$ cat src/rtl/uart_tx.sv
// uart_tx: 8N1 UART transmitter fed by a FIFO_DEPTH-entry byte FIFO.
// Define UART_TX_PARITY_EN to send 8E1 frames (even parity bit after the data bits).
module uart_tx #(
  parameter int CLOCK_FREQ = 50000000,
  parameter int BAUD_RATE  = 9600,
  parameter int FIFO_DEPTH = 4
) (
  input  logic       clk,
  input  logic       rst_n,
  input  logic [7:0] data_in,
  input  logic       data_valid,
  output logic       data_ready,
  output logic       tx,
  output logic       busy
);
  localparam int CLKS_PER_BIT = CLOCK_FREQ / BAUD_RATE;
  localparam int CW = $clog2(CLKS_PER_BIT + 1);
  localparam int PW = $clog2(FIFO_DEPTH);
  localparam int NW = $clog2(FIFO_DEPTH + 1);
  localparam logic [CW-1:0] LAST = CW'(CLKS_PER_BIT - 1);
  localparam logic [NW-1:0] FULL = NW'(FIFO_DEPTH);
  typedef enum logic [2:0] {
    IDLE,
    START,
    DATA,
`ifdef UART_TX_PARITY_EN
    PARITY,
`endif
    STOP
  } state_t;
  state_t state, state_n;
  logic [7:0] mem [FIFO_DEPTH];
  logic [PW-1:0] wr_ptr, rd_ptr;
  logic [NW-1:0] count;
  logic [CW-1:0] clk_count, clk_count_n;
  logic [2:0] bit_index, bit_index_n;
  logic [7:0] shift, shift_n;
  logic tx_n, push, pop, bit_end, empty;
  assign empty = count == '0;
  assign data_ready = count != FULL;
  assign busy = state != IDLE || !empty;
  assign push = data_valid && data_ready;
  assign bit_end = clk_count == LAST;
  always_comb begin
    state_n = state;
    clk_count_n = bit_end ? '0 : clk_count + 1'b1;
    bit_index_n = bit_index;
    shift_n = shift;
    pop = 1'b0;
    case (state)
      IDLE: begin
        clk_count_n = '0;
        pop = !empty;
        shift_n = empty ? shift : mem[rd_ptr];
        state_n = empty ? IDLE : START;
      end
      START: if (bit_end) begin
        state_n = DATA;
        bit_index_n = '0;
      end
      DATA: if (bit_end) begin
        bit_index_n = bit_index + 1'b1;
`ifdef UART_TX_PARITY_EN
        state_n = bit_index == 3'd7 ? PARITY : DATA;
`else
        state_n = bit_index == 3'd7 ? STOP : DATA;
`endif
      end
`ifdef UART_TX_PARITY_EN
      PARITY: state_n = bit_end ? STOP : PARITY;
`endif
      STOP: if (bit_end) begin
        // chain straight into the next start bit so queued frames leave no idle gap
        pop = !empty;
        shift_n = empty ? shift : mem[rd_ptr];
        state_n = empty ? IDLE : START;
      end
      default: state_n = IDLE;
    endcase
    // tx is registered from the next state so the start bit appears on the pop edge itself
    tx_n = state_n == START ? 1'b0 : state_n == DATA ? shift_n[bit_index_n] : 1'b1;
`ifdef UART_TX_PARITY_EN
    if (state_n == PARITY) tx_n = ^shift_n;
`endif
  end
  always_ff @(posedge clk)
    if (push) mem[wr_ptr] <= data_in;
  always_ff @(posedge clk) begin
    if (!rst_n) begin
      state <= IDLE;
      clk_count <= '0;
      bit_index <= '0;
      shift <= '0;
      tx <= 1'b1;
      wr_ptr <= '0;
      rd_ptr <= '0;
      count <= '0;
    end else begin
      state <= state_n;
      clk_count <= clk_count_n;
      bit_index <= bit_index_n;
      shift <= shift_n;
      tx <= tx_n;
      wr_ptr <= wr_ptr + PW'(push);
      rd_ptr <= rd_ptr + PW'(pop);
      count <= count + NW'(push) - NW'(pop);
    end
  end
endmodule

$ cat config.mk
export PLATFORM = sky130hd
export DESIGN_NAME = uart_tx
export DESIGN_NICKNAME = d
export VERILOG_FILES = /design/src/rtl/uart_tx.sv
export SDC_FILE = /design/constraint.sdc
export NUM_CORES = 1
export LEC_CHECK = 0
export BUFFER_PORTS_ARGS = -buffer_cell sky130_fd_sc_hd__buf_2
export CAP_MARGIN = 20
export CORE_UTILIZATION = 38
export DETAILED_ROUTE_END_ITERATION = 8
export PLACE_DENSITY = 0.63
export SLEW_MARGIN = 20
export SYNTH_ARGS = -nofsm -noshare
export SYNTH_HDL_FRONTEND = slang
export SYNTH_SLANG_ARGS = --single-unit
$ cat constraint.sdc
create_clock -name clk -period 3.95 [get_ports clk]
set_input_delay 0.79 -clock clk [delete_from_list [all_inputs] [get_ports clk]]
set_output_delay 0.79 -clock clk [all_outputs]
set_load 0.01 [all_outputs]
==> key figures <==
GRT
  • GRT Total Usage: 13.4%
  • Initial antenna violation count: 0
  • Vias in the first global route: 1787
  • Gr ovfl total: 0
  • First-pass GRT wire length: 8.57 mm
  • Largest net degree at the start of global routing: 21

Cells and area
  • Nets: 282
  • Antenna cells: 0
  • # fillers: 688
  • Layout cell share with drive strength beyond 1: 20.1%
  • Area Growth Syn to Fin: 11.5%
  • Fin util: 44.9%
  • Final cell count without fillers: 368

Placed design
  • GPL Wtd Cong: 0.798
  • Dpl hpwl: 3.36 mm
  • Placed Instances: 352
  • Buffers on Ports: 13

Logic synthesis
  • Syn. warnings: 0
  • Synthesized area: 2980 µm²
  • Top post-synthesis cells by area: edfxtp_1 32%, dfxtp_1 23%, mux4_2 6.0%
  • Yosys cell types: 51
  • Top cell type by total area after synthesis: edfxtp_1
  • Syn nets: 263
  • Register area share after synthesis: 55.7%
  • Post-synthesis async set-or-reset flop share: 0%
  • Avg Inst Size Synth: 12.2 µm²
  • EDFF count, synth: 32
  • Synthesized instance count: 245
  • Synth Flop Type: dfxtp_1
  • #FFs+latches synth: 67
  • Share of the synthesized area in the top cell type: 32.2%

CTS
  • Worst skew pair latency: 0.34 ns
  • CTS tree: built
  • CTS Buffer Depth: 2
  • Clock transition at path regs: 0.07 ns
  • # Post-CTS Setup Buffers: 0
  • Clk root buf: clkbuf_8
  • Post-CTS sizing: 0
  • CTS Hold Buffers Added: 0
  • Clock sinks: 67
  • Htree depth: 3
  • Total CTS buffers: 9

Drt
  • DRC violation count after routing: 0
  • DR vias/cell: 4.86
  • Final ANT Viol Nets: 0
  • Post-Route WL: 4.88 mm
  • Routed WL per cell: 13.2 µm
  • Initial DRC Count: 71
  • Vias after detailed routing: 1790
  • First-pass DRT Iterations: 4

Critical path
  • Worst endpoint required time: 4.18 ns
  • Crit path launch type: flip-flop
  • Critical path peak fanout: 8
  • Critical Path Sink Type: flip-flop
  • Flop2flop setup slack: 0.73 ns
  • Critical path class: reg2reg
  • CP arrival: 3.45 ns

STA
  • Max transition margin: 48.2%
  • Measured slew at the worst slew-check pin: 0.771 ns
  • Hold Fails Final Rpt: 0
  • Tmin final: 3.22 ns
  • F_max: 0.311 GHz
  • RSZ-0062 raised after global routing: false
  • Fin. max-slew vios: 0
  • Final Cycle Share: 81.4%
  • Final setup violation count: 0
  • Final TNS setup: 0 ns
  • Clock Skew: 0.00658 ns

Floorplan
  • Die width: 90.6 µm
  • Die area: 8210 µm²
  • Boundary pin count: 14
  • Initial Util: 40.3%
  • FP Rows: 31
  • Die span in y: 90.6 µm
  • Core area: 7410 µm²

Status
  • Status: finished clean

Pwr
  • Overall Power: 0.00185 W
  • Worst VDD drop: 0.000304 V
  • Power Dens Cells: 555 nW/µm²
  • Leak: 1.18 nW

Job
  • Max-Cap Viols: 0

Worst hold path
  • Hold crit path type: reg2reg
[area by class of cell]
type | instances | area [µm²] | area share [%]
Clock buffer | 9 | 124 | 3.72
Inverter | 7 | 26.3 | 0.790
Tap cell | 99 | 124 | 3.72
Clock inverter | 7 | 45.0 | 1.35
Sequential cell | 67 | 1660 | 49.9
Timing Repair Buffer | 17 | 95.1 | 2.86
Multi-Input combinational cell | 162 | 1250 | 37.6
[critical path, stage by stage, from the launching register on]
cell and delay (ns):
dfxtp_1 0.36, or4b_4 0.58, nor3_4 0.29, inv_2 0.12, ha_1 0.29, nand3b_1 0.08, a21oi_1 0.11, nor2_2 0.43
mux2i_1 0.27, mux2i_1 0.11, mux2_4 0.27, o211a_1 0.20
[layout by cell type (no fill, tap or decap), types with 3 or more instances in the layout]
cell and count:
mux2i_1 15, xor2_1 8, ha_1 6, nor2b_1 9, nand4_1 4, clkbuf_8 9
mux4_2 8, a31oi_1 4, buf_4 4, a21oi_1 3, nand2_1 15, nor2_1 24
nand3_1 4, dfxtp_1 35, buf_2 13, inv_1 5, nor3_1 4, o21ai_0 4
nand2b_1 4, clkinvlp_4 3, and2_1 10, edfxtp_1 32, nand3b_1 3, xnor2_1 8
[synth_stat cells, types with 2 or more instances]
library cell and n:
nand3b_1 3, buf_4 2, and2_1 10, clkbuf_1 4, inv_1 5, nor2b_1 9, mux2_2 2, xnor2_1 8
xor2_1 8, a31oi_1 4, o21ai_0 4, ha_1 6, inv_2 2, edfxtp_1 32, dfxtp_1 35, nand4_1 4
a21oi_1 3, nor3_1 4, nand2b_1 4, mux4_2 8, nand3_1 4, buf_2 2, nor2_1 24, mux2i_1 15
nand2_1 15, or2_2 2, nor3b_1 2
[worst paths after layout]
| path | from | end | cells after the start |
|---|---|---|---|
| min reg2reg | clk_count[0]$_SDFF_PP0_ | clk_count[0]$_SDFF_PP0_ | 1 |
| max reg2reg | clk_count[8]$_SDFF_PP0_ | tx$_SDFF_PN1_ | 11 |
| min | clk_count[0]$_SDFF_PP0_ | clk_count[0]$_SDFF_PP0_ | 1 |
| max | clk_count[8]$_SDFF_PP0_ | tx$_SDFF_PN1_ | 11 |
[registers in the layout, summed over array words and instances (netlist names)]
signal,cells
bit_index,3
wr_ptr,2
rd_ptr,2
clk_count,13
tx,1
state,3
mem,32
shift,8
count,3
[power by group]
part	switching, W	leakage [nW]	internal (W)	total [W]
logic	0.000218	0.526	0.000242	0.000460
registers	0.0000760	0.578	0.000826	0.000902
clock network	0.000262	0.0787	0.000224	0.000486
total	0.000556	1.18	0.00129	0.00185
[kinds of logic (layout without fill, tap and decap cells)]
| kind of cell | count (synthesis) | in the layout | synth area share, % |
|---|---|---|---|
| mux | 26 | 26 | 12.3 |
| simple gates | 91 | 91 | 16.7 |
| fa+ha+maj | 7 | 7 | 3.19 |
| flops | 67 | 67 | 55.7 |
| other cells | 1 | 1 | 0.126 |
| xor+xnor | 16 | 16 | 4.70 |
| buf+inv | 16 | 40 | 2.35 |
| compound gates | 21 | 21 | 4.95 |
[metrics by stage]
step	area [µm²]	hold slack (ns)	worst slack [ns]
6_report	3330	0.465	0.734
5_1_grt	3330	0.502	0.472
4_1_cts	3330	0.466	0.701
3_5_place_dp	3160	0.449	0.723
3_3_place_gp	3160	0.446	0.748
2_1_floorplan	2980	0.430	1.07
[routing by layer]
layer / global-route usage, % / routed length (µm) / up-vias
met5: 0 / 0 / -
li1: - / - / 915
met1: 17.6 / 2400 / 843
met4: 4.03 / 61 / 0
met2: 20.5 / 2220 / 25
met3: 5.13 / 192 / 7
Note: power is estimated with default switching activity, not from simulation.
